**src/rtl/mem_port_arbiter_pkg.sv**
```systemverilog
// Shared types for the memory port arbiter: port ids, owner FSM states, latency bound.
package mem_port_arbiter_pkg;

    typedef enum logic {
        PORT_CORE = 1'b0,
        PORT_AUX  = 1'b1
    } port_t;

    typedef enum logic {
        IDLE  = 1'b0,
        LOCK1 = 1'b1
    } own_state_t;

    localparam int MEM_LAT_MAX = 4;

endpackage

```
**src/rtl/mem_port_arbiter_rd_tag_pipe.sv**
```systemverilog
// rd_tag_pipe: MEM_LAT-deep shift register of {valid, owner} for in-flight reads,
// synchronously cleared by an active-low reset.
module rd_tag_pipe
    import mem_port_arbiter_pkg::*;
#(
    parameter int MEM_LAT = 1
) (
    input  logic  clk,
    input  logic  reset,
    input  logic  in_vld,
    input  port_t in_own,
    output logic  out_vld,
    output port_t out_own
);

    if (MEM_LAT < 1 || MEM_LAT > MEM_LAT_MAX) begin : g_bad_lat
        $error("rd_tag_pipe: MEM_LAT out of range");
    end

    logic [MEM_LAT-1:0] vld_pipe;
    port_t              own_pipe [MEM_LAT];

    always_ff @(posedge clk) begin
        if (!reset) begin
            vld_pipe <= '0;
            for (int i = 0; i < MEM_LAT; i++) own_pipe[i] <= PORT_CORE;
        end else begin
            vld_pipe[0] <= in_vld;
            own_pipe[0] <= in_own;
            for (int i = 1; i < MEM_LAT; i++) begin
                vld_pipe[i] <= vld_pipe[i-1];
                own_pipe[i] <= own_pipe[i-1];
            end
        end
    end

    assign out_vld = vld_pipe[MEM_LAT-1];
    assign out_own = own_pipe[MEM_LAT-1];

endmodule

```
**src/rtl/mem_port_arbiter.sv**
```systemverilog
// Two-port arbiter for the unified memory port: same-cycle grant, port 1 burst lock,
// read data routed back by owner tag. Define ARB_ROUND_ROBIN_EN for alternating tie-break.
module mem_port_arbiter
    import mem_port_arbiter_pkg::*;
#(
    parameter int AW      = 32,
    parameter int DW      = 32,
    parameter int MEM_LAT = 1
) (
    input  logic          clk,
    input  logic          reset,
    input  logic          p0_req,
    input  logic          p0_we,
    input  logic [AW-1:0] p0_adr,
    input  logic [DW-1:0] p0_wdata,
    output logic          p0_gnt,
    output logic          p0_rvalid,
    output logic [DW-1:0] p0_rdata,
    input  logic          p1_req,
    input  logic          p1_we,
    input  logic          p1_lock,
    input  logic [AW-1:0] p1_adr,
    input  logic [DW-1:0] p1_wdata,
    output logic          p1_gnt,
    output logic          p1_rvalid,
    output logic [DW-1:0] p1_rdata,
    output logic          m_we,
    output logic [AW-1:0] m_adr,
    output logic [DW-1:0] m_wdata,
    input  logic [DW-1:0] m_rdata
);

`ifdef ARB_ROUND_ROBIN_EN
    localparam bit RR_EN = 1'b1;
`else
    localparam bit RR_EN = 1'b0;
`endif

    own_state_t state, state_nxt;
    port_t      last_gnt, winner, fin_own;
    logic       lock_hold, tie_aux, any_gnt, fin_vld;

    always_comb begin
        p0_gnt    = 1'b0;
        p1_gnt    = 1'b0;
        state_nxt = state;
        // The lock only holds while port 1 keeps both req and lock up; dropping
        // either falls straight through to normal arbitration this cycle.
        lock_hold = (state == LOCK1) && p1_req && p1_lock;
        tie_aux   = RR_EN && (last_gnt == PORT_CORE);

        if (reset) begin
            if (lock_hold) begin
                p1_gnt = 1'b1;
            end else if (p0_req && p1_req) begin
                p1_gnt = tie_aux;
                p0_gnt = !tie_aux;
            end else begin
                p0_gnt = p0_req;
                p1_gnt = p1_req;
            end
        end

        case (state)
            IDLE:    if (p1_gnt && p1_lock) state_nxt = LOCK1;
            LOCK1:   if (!p1_req || !p1_lock) state_nxt = IDLE;
            default: state_nxt = IDLE;
        endcase
    end

    assign any_gnt = p0_gnt | p1_gnt;
    assign winner  = p1_gnt ? PORT_AUX : PORT_CORE;

    always_ff @(posedge clk) begin
        if (!reset) begin
            state    <= IDLE;
            last_gnt <= PORT_AUX;
        end else begin
            state <= state_nxt;
            if (any_gnt) last_gnt <= winner;
        end
    end

    // Idle bus parks on port 0's command; forced to zero while in reset.
    assign m_we    = p1_gnt ? p1_we : (p0_gnt & p0_we);
    assign m_adr   = !reset ? '0 : (p1_gnt ? p1_adr : p0_adr);
    assign m_wdata = !reset ? '0 : (p1_gnt ? p1_wdata : p0_wdata);

    rd_tag_pipe #(.MEM_LAT(MEM_LAT)) u_tags (
        .clk     (clk),
        .reset   (reset),
        .in_vld  (any_gnt && !m_we),
        .in_own  (winner),
        .out_vld (fin_vld),
        .out_own (fin_own)
    );

    // Gating with reset suppresses a return that lands in the reset cycle itself.
    assign p0_rvalid = reset && fin_vld && (fin_own == PORT_CORE);
    assign p1_rvalid = reset && fin_vld && (fin_own == PORT_AUX);
    assign p0_rdata  = p0_rvalid ? m_rdata : '0;
    assign p1_rdata  = p1_rvalid ? m_rdata : '0;

endmodule

```
**config.mk**
```make
export PLATFORM = sky130hd
export DESIGN_NAME = mem_port_arbiter
export DESIGN_NICKNAME = d
export VERILOG_FILES = /design/src/rtl/mem_port_arbiter_pkg.sv /design/src/rtl/mem_port_arbiter_rd_tag_pipe.sv /design/src/rtl/mem_port_arbiter.sv
export SDC_FILE = /design/constraint.sdc
export NUM_CORES = 1
export LEC_CHECK = 0
export CAP_MARGIN = 20
export CORE_AREA = 2 2 117 119
export CTS_CLUSTER_SIZE = 8
export DETAILED_ROUTE_END_ITERATION = 8
export DIE_AREA = 0 0 119 121
export DONT_BUFFER_PORTS = 1
export REMOVE_ABC_BUFFERS = 1
export SLEW_MARGIN = 20
export SYNTH_ARGS = -nofsm -noshare
export SYNTH_HDL_FRONTEND = slang
export SYNTH_SLANG_ARGS = --single-unit
```
**constraint.sdc**
```tcl
create_clock -name clk -period 2.4 [get_ports clk]
set_clock_uncertainty 0.05 [all_clocks]
set_input_delay 0.48 -clock clk [delete_from_list [all_inputs] [get_ports clk]]
set_output_delay 0.48 -clock clk [all_outputs]
set_load 0.005 [all_outputs]
```
; ---- Yosys cells after proc, flatten, opt, wreduce, memory -nomap -nowiden
; Memories as Yosys holds them, arrays and structs flattened.
; Index checks and enable logic that the tools add are counted.
[totals]
in_bits = 167
wordCells = 41
n_memories = 1
ramBits = 1
ff_bits = 2
out_inout_bits = 133
[op_classes]
bitwise_logic = 4
muxes = 21
reduce_logical = 13
[memory_table]
columns = name, depth, width, read_ports, rd_ports_with_merged_regs, wr, line_no
row1 = u_tags.own_pipe, 1, 1, 1, 0, 1, mem_port_arbiter_rd_tag_pipe.sv:21  ; port_t own_pipe [MEM_LAT];
[ops]
columns = cell, n
row1 = 2-to-1 mux 32 bit, 6
row2 = 2-to-1 mux 1 bit, 14
row3 = logical AND 1 bit, 8
row4 = logical NOT 1 bit, 3
row5 = NOT 1 bit, 2
row6 = one-hot mux 1 bit (2 select lines), 1
row7 = AND 1 bit, 1
row8 = logical OR 1 bit, 1
row9 = OR 1 bit, 1
row10 = OR reduction 1 bit, 1

; ---- Logic depth before layout (Yosys ltp)
; Gate-level depths: netlist of run 1.
[depth]
depth_word = 8
mapped_depth = 5
depth_no_buf = 3

; ---- Cells and area by module
; From an unflattened synthesis of run 1, not the netlist that was laid out.
[hier_totals]
hier_cells = 309
area_unflattened_um2 = 1861.8
[modules_own_cells]
columns = module, cells_each, area_per_inst_um2, instances
row1 = mem_port_arbiter, 305, 1809.2, 1
row2 = rd_tag_pipe, 4, 52.6, 1

; ---- Least setup slack after synthesis of run 1
; Ideal clock, no wire load.
[synth_path]
kind = in2out
from = input p0_req
to = output m_adr[13]
path_stages = 5
required_ns = 1.870
arrival_ns = 1.310
path_buffers = 2
path_slack_ns = 0.560
cell_sequence = a21boi_2 > nor2_1 > buf_6 > buf_6 > mux2i_1
[synth_between]
elab_chain_cells = 6
[synth_rtl]
columns = item, line_no
row1 = from (decl), mem_port_arbiter.sv:12  ; input logic p0_req,
row2 = logical AND 1 bit, mem_port_arbiter.sv:55  ; end else if (p0_req && p1_req) begin
row3 = 2-to-1 mux 1 bit, mem_port_arbiter.sv:55
row4 = 2-to-1 mux 1 bit, mem_port_arbiter.sv:53  ; if (lock_hold) begin
row5 = 2-to-1 mux 1 bit, mem_port_arbiter.sv:52  ; if (reset) begin
row6 = 2-to-1 mux 32 bit (2 in series), mem_port_arbiter.sv:86  ; assign m_adr = !reset ? '0 : (p1_gnt ? p1_adr : p0_adr);
row7 = to (decl), mem_port_arbiter.sv:28  ; output logic [AW-1:0] m_adr,
; Every way passes these cells.

; ---- Worst setup path after layout of run 1
[layout_path]
from = register state
to = output m_wdata[31]
[layout_between]
elab_chain_cells = 6
[layout_rtl]
columns = item, line_no
row1 = from (decl), mem_port_arbiter.sv:39  ; own_state_t state, state_nxt;
row2 = from (signal assigned), mem_port_arbiter.sv:79  ; state <= state_nxt;
row3 = logical AND 1 bit (2 in series), mem_port_arbiter.sv:49  ; lock_hold = (state == LOCK1) && p1_req && p1_lock;
row4 = 2-to-1 mux 1 bit, mem_port_arbiter.sv:53
row5 = 2-to-1 mux 1 bit, mem_port_arbiter.sv:52
row6 = 2-to-1 mux 32 bit (2 in series), mem_port_arbiter.sv:87  ; assign m_wdata = !reset ? '0 : (p1_gnt ? p1_wdata : p0_wdata);
row7 = to (decl), mem_port_arbiter.sv:29  ; output logic [DW-1:0] m_wdata,
; Every way passes these cells.

==> results, run 1 <==
- The flow ran to the end, and the final reports show no timing, DRC or antenna violations.
- The count of inserted antenna diode cells is 0.
- The clock period could shrink to between 2000 and 2500 ps.
- The max-slew violation count is 0.
- The post-placement cell area is around 2000 µm².
- The met2 layer usage reported by global route is 0.205.
- The type of the tightest min-delay check is in -> reg.
- The share of synthesized area in the top cell type comes to 0.346.
- On the final layout, the worst hold slack is 295 ps.
- Clock-pin slew was measured on the worst setup and hold paths at roughly 30 ps.
- Based on the critical path, the design can be clocked at up to roughly 480 MHz.
- The mean instance size in the synthesized netlist is 6.02 µm².
- In the final layout, the share of cells above drive strength 1 is 0.0381.
- The largest buffer count on any clock path is 2.
- The met1 routing resource usage after global routing is 0.0938.
- The launch point of the critical path is state.
- The post-placement cell count is 461.
- The required time reported for the critical path endpoint is about 1900 ps.
- The later pin in the worst-skew pair is clocked with a latency of about 220 ps.
- Setup repair after global routing left no endpoint under its margin.
- The worst register-to-register path begins at state.
- The final hold violation count is 0.
- The count of different cell masters after synthesis is 17.
- The worst-case IR drop observed on VDD is 0.000244 V.
- For this run, global-route usage on met3 was measured as 0.0202.
- The final worst setup slack is between 300 and 400 ps.
- Of the available clock period, the critical path in the final layout requires 0.875.
- After routing, the total negative slack on setup checks comes to 0 ps.
- The setup fix buffers added after clock tree synthesis is 0.
- In this run the count of I/O pins placed on the die edge is 300.
- The post-synthesis async set-or-reset flop share is 0.
- The yosys synthesis warning count is 0.
- The mapped netlist covers about 1800 µm².
- The worst-margin pin slew is ~370 ps.
- The number of global-route vias before repair is approximately 1.7k.
- The first detailed-routing pass ran for 4 iterations.
- The non-filler instance count after layout is about 470.
- Once detailed placement completed, the half-perimeter wirelength came to ~6.9 mm.
- Yosys mapped a number of flops with a built-in enable equal to 0.
- Setup violations remaining at the end of the flow were counted as 0.
- The floorplan step set the die height to approximately 120 µm.
- Measured in cells, the most critical reg-to-reg path has a length of 4.
- The die width is between 100 and 150 µm.
- The initial antenna violation count is 0.
- The signed area change from the synthesized netlist to the final layout is 11.1%.
- The quantity of hold-fixing buffers added after cts is 0.
- The post-CTS resize count is 0.
- The tree built by TritonCTS fans out to 3 sinks.
- For this run, the leading register cell type out of synthesis is dfxtp_1.
- The design draws approximately 530 µW.
- The element type at the critical path end is an output pin.
- The CTS root buffer is clkbuf_16.
- For this block, the via count after detailed routing is around 2.0k.
- The final routed wirelength across all metal layers is approximately 8.1 mm.
- The post-layout utilization of the core is 0.157.
- The biggest area consumer among synthesized cells is mux2i_1.
- In this run the power density over the cells is about 260 nW/µm².
- The placeable core region is about 13000 µm².
- After the last flow step, the layout net total stands at 457.
- After detailed routing, the average wire length per cell comes to 17.4 µm.
- The H-tree depth is 1.
- The total overflow left after global routing is 0.
- The initialized floorplan defines between 40 and 50 standard-cell rows.
- In this run the tightest slew margin relative to its limit is 0.744.
- The commonest cells after synthesis are nand2_1, and2_1, mux2i_1.
- For this configuration, the core starts out at a cell density of 0.141.
- The routability congestion estimate is just over 0.8.
- For this design the static power due to leakage is 0.883 nW.
- With fillers left out, the area of the finished cells amounts to 2050 µm².
- The worst hold path startpoint is p0_req.
- The final antenna-violating net count is 0.
- The minimum setup slack after placement is between 300 and 400 ps.
- STA puts the critical path data arrival time at 1570 ps.
- The fraction of the yosys area taken by sequential cells is 0.0325.
- The highest fanout seen on the critical path is 51.
- The die covers between 10000 and 15000 µm².
- The critical path is of the reg -> out type.
- The category of the worst setup path launch point is a register.
- In the global route stage, overall resource usage came out at 0.0950.
- The post-synthesis sequential element count is 3.
- The first global-routing pass estimated around 10 mm of wire.
- In the routed design, unresolved DRC markers number 0.
- Yosys instantiated no cell more often than nand2_1.
- The number of CTS-inserted buffers is 3.
- Entering global routing, the biggest net connects approximately 140 pins.
- The number of input and output port buffers inserted is 0.
- The TritonCTS clock tree is built.
- The most congested layer reported by global routing is met2.
- Synthesis produced approximately 310 cells.
- By area the synthesized netlist is led by mux2i_1, nand2_1, and2_1, buf_6, clkbuf_1.
- In the routed layout, each cell is associated on average with a via count of roughly 4.3.
- The number of violations of the max-capacitance limit is 0.
- The detailed router finished its first iteration with 80 violations.
- Counting instances, the worst hold path has a depth of 1.
-- sequential cells by signal (all words and copies together), names as in the netlist --
register,cells
state,1
u_tags.out_vld,1
u_tags.own_pipe,1
-- critical path, cell delays in order (launching register included) --
cell      delay [ps]
dfxtp_1          360
a21boi_2         100
nor2_4           120
buf_12           310
mux2i_1          420
-- per-layer routing --
metal,vias up,wire [µm]
met1,883,2680
met3,4,766
li1,936,-
met4,0,30
met2,191,4590
met5,-,0
-- report_power, final --
group          internal [mW]  switching (mW)  total [mW]
clock                  0.219          0.0422       0.261
combinational         0.0955           0.120       0.216
sequential            0.0525         0.00114      0.0536
-- cell type report --
class / instances / area, µm²
fillers: 1497 / 11000
inverters: 2 / 7.51
multi-input cells: 274 / 1630
repair buffers: 6 / 57.6
well taps: 176 / 220
flip-flops and latches: 3 / 60.1
clock buffers: 4 / 78.8
-- final timing paths --
kind	endpoint	slack, ps
max	m_wdata[31]	300
min	state	300
max reg2reg	u_tags.own_pipe[0]	1150
min reg2reg	state	430
-- cells by family after synthesis --
logic type / after synthesis / synth area share
flops: 3 / 0.0325
mux: 64 / 0.346
compound gates: 4 / 0.0169
simple gates: 206 / 0.514
buf+inv: 30 / 0.0900
-- cell usage in the layout (no fill, tap or decap) --
cell type  synthesis  layout
buf_4              1       5
clkbuf_1          17       1
and2_1            67      67
a21oi_1            1       1
a21boi_2           1       1
clkbuf_16          0       3
nor2_4             0       1
nand3_1            1       1
inv_1              2       2
nand2_1          132     132
mux2i_1           64      64
o22ai_1            1       1
buf_12             0       1
dfxtp_1            3       3
nor2_1             3       2
and3_1             2       2
or2b_1             1       1
o32ai_1            1       1
Note: power is estimated with default switching activity, not from simulation.
==> inputs of run 2 (changes only) <==
--- a/config.mk
+++ b/config.mk
@@ -6,10 +6,10 @@
 export NUM_CORES = 1
 export LEC_CHECK = 0
 export CAP_MARGIN = 20
-export CORE_AREA = 2 2 117 119
+export CORE_AREA = 2 2 116 118
 export CTS_CLUSTER_SIZE = 8
 export DETAILED_ROUTE_END_ITERATION = 8
-export DIE_AREA = 0 0 119 121
+export DIE_AREA = 0 0 118 120
 export DONT_BUFFER_PORTS = 1
 export REMOVE_ABC_BUFFERS = 1
 export SLEW_MARGIN = 20
==> run 2 against run 1 <==
Net effect: critical endpoint is now m_adr[27]; critical path depth did not move; core utilization grew 0.069 points; via count decreased by 1.1%; register-to-register slack is essentially flat.
==> results, run 2 (synthesis results as in run 1) <==
- The flow ran to the end, and the final reports show no timing, DRC or antenna violations.
- The final hold violation count was 0.
- Dividing the detail-routed wire length by the instance count gives between 15 and 20 µm.
- Timing would allow up to about 500 MHz.
- For this block, the via count after detailed routing is approximately 2k.
- The congestion estimate from routability-driven global placement came to 0.861.
- The number of nets in the finished design is ~460.
- The highest fanout seen on the critical path is between 40 and 50.
- The die width is between 100 and 150 µm.
- Clock-pin slew was measured on the worst setup and hold paths at around 30 ps.
- The fraction of layout instances using a drive strength above 1 is 0.0347.
- The area of the die is between 10000 and 15000 µm².
- The clock net in this run drives a total of 3 sinks.
- The worst setup path is captured at an output pin.
- The worst-margin pin slew is 295 ps.
- The CTS root buffer is clkbuf_16.
- The commonest non-fill, non-tap cell in the layout is nand2_1.
- The top cell types in the final layout, fill and taps aside, are nand2_1, and2_1, mux2i_1.
- The boundary pin count is 300.
- The starting utilization of the core area is 0.142.
- The count of inserted antenna diode cells is 0.
- The post-placement cell area is 1970 µm².
- The required time reported for the critical path endpoint is 1870 ps.
- Setup repair after global routing left no endpoint under its margin.
- The largest buffer count on any clock path is 2.
- For this design the static power due to leakage is between 0.8 and 0.9 nW.
- Using the TritonRoute via totals, the vias-per-cell ratio works out to 4.29.
- The final layout contains routed wiring with a total length of approximately 7.6 mm.
- The residual DRC count is 0.
- The cell count of the worst hold path is 1.
- The type of the tightest min-delay check is in -> reg.
- The cell count of the worst reg-to-reg path is 4.
- The first global-routing pass estimated 9.89 mm of wire.
- For this run, the share of the core covered by cells in the final layout is 0.158.
- The worst-skew pair later-pin latency is roughly 220 ps.
- The detailed placement HPWL is ~6.7 mm.
- Once the clock tree was built, the setup fixing pass inserted 0 buffers.
- CTS built an H-tree with a depth of 1.
- After floorplanning, the core was sized to cover 13000 µm².
- Entering global routing, the biggest net connects 136 pins.
- After clock tree synthesis, the repair step resized 0 gates.
- For the finished layout, the period the worst path requires is 2020 ps.
- The power per cell area is around 260 nW/µm².
- For this run, the detailed router's first-pass iteration total came to 4.
- The initial antenna violation count came to 0.
- The floorplan step set the die height to between 100 and 150 µm.
- Summed over all layers, the global routing overflow is 0.
- The multi-input combinational cell area is around 1600 µm².
- In this run the remaining antenna-violating nets after routing total 0.
- The count of buffers added on input and output ports is 0.
- The critical path start-end classification is reg -> out.
- In the global route stage, overall resource usage came out at 0.0930.
- For the worst setup path, the data arrival time is between 1000 and 1500 ps.
- The post-route clock period utilization is 0.842.
- The post-placement cell count is 460.
- The number of CTS-inserted buffers is 3.
- The register area is around 60 µm².
- The max-slew violation count is 0.
- TritonCTS built the clock tree.
- For this block, the initial DRC count from the detailed router was 96.
- Counting the fill cells in the layout gives 1503.
- The signed area change from the synthesized netlist to the final layout is 10.7%.
- The number of hold buffers added after CTS was 0.
- The finished layout holds between 400 and 500 standard cells, fillers aside.
- Setup violations remaining at the end of the flow were counted as 0.
- The tool flagged a number of max-cap violations equal to 0.
- The category of the worst setup path launch point is a register.
- The number of global-route vias before repair was 1651.
- Summing all non-filler instances in the final layout gives an area of 2050 µm².
- The largest voltage drop on the vdd net is around 0.00015 V.
- The total number of placement rows is 42.
- In this run the tightest slew margin relative to its limit is 0.798.
- Hold is met by 306 ps.
-- run 2: cell type report --
cell class,count,area share
clock buffer,4,0.0385
inverter,2,0.00367
multi-input combinational,274,0.796
sequential,3,0.0293
tap,176,0.108
timing repair buffer,5,0.0244
-- run 2: power breakdown --
group	switching, mW	internal, mW	total [mW]
Clock	0.0460	0.219	0.265
Sequential	0.00114	0.0525	0.0536
Combinational	0.120	0.0943	0.214
-- run 2: routing by layer --
| layer | global-route usage | vias up | routed length [µm] |
|---|---|---|---|
| met2 | 0.183 | 198 | 3960 |
| met4 | 0.0324 | 0 | 206 |
| li1 | - | 932 | - |
| met5 | 0 | - | 0 |
| met1 | 0.102 | 843 | 2860 |
| met3 | 0.0105 | 18 | 603 |
-- run 2: stage by stage --
stage                     TNS [ps]  total power [mW]  setup slack, ps
after floorplan            -199610             0.247            -3030
after global placement           0             0.271              416
after detailed placement         0             0.272              413
after CTS                        0             0.540              371
after global routing             0             0.563              315
final                            0             0.533              380
-- run 2: final timing paths --
path                from  slack, ps                 end
hold / removal    p0_req        310               state
setup reg to reg   state       1160  u_tags.own_pipe[0]
hold reg to reg    state        440               state
setup / recovery   state        380           m_adr[27]
-- run 2: worst max-delay path: stages, from the launching register on --
cell and delay (ps):
dfxtp_1 360, a21boi_2 100, nor2_4 120, buf_12 280, mux2i_1 360
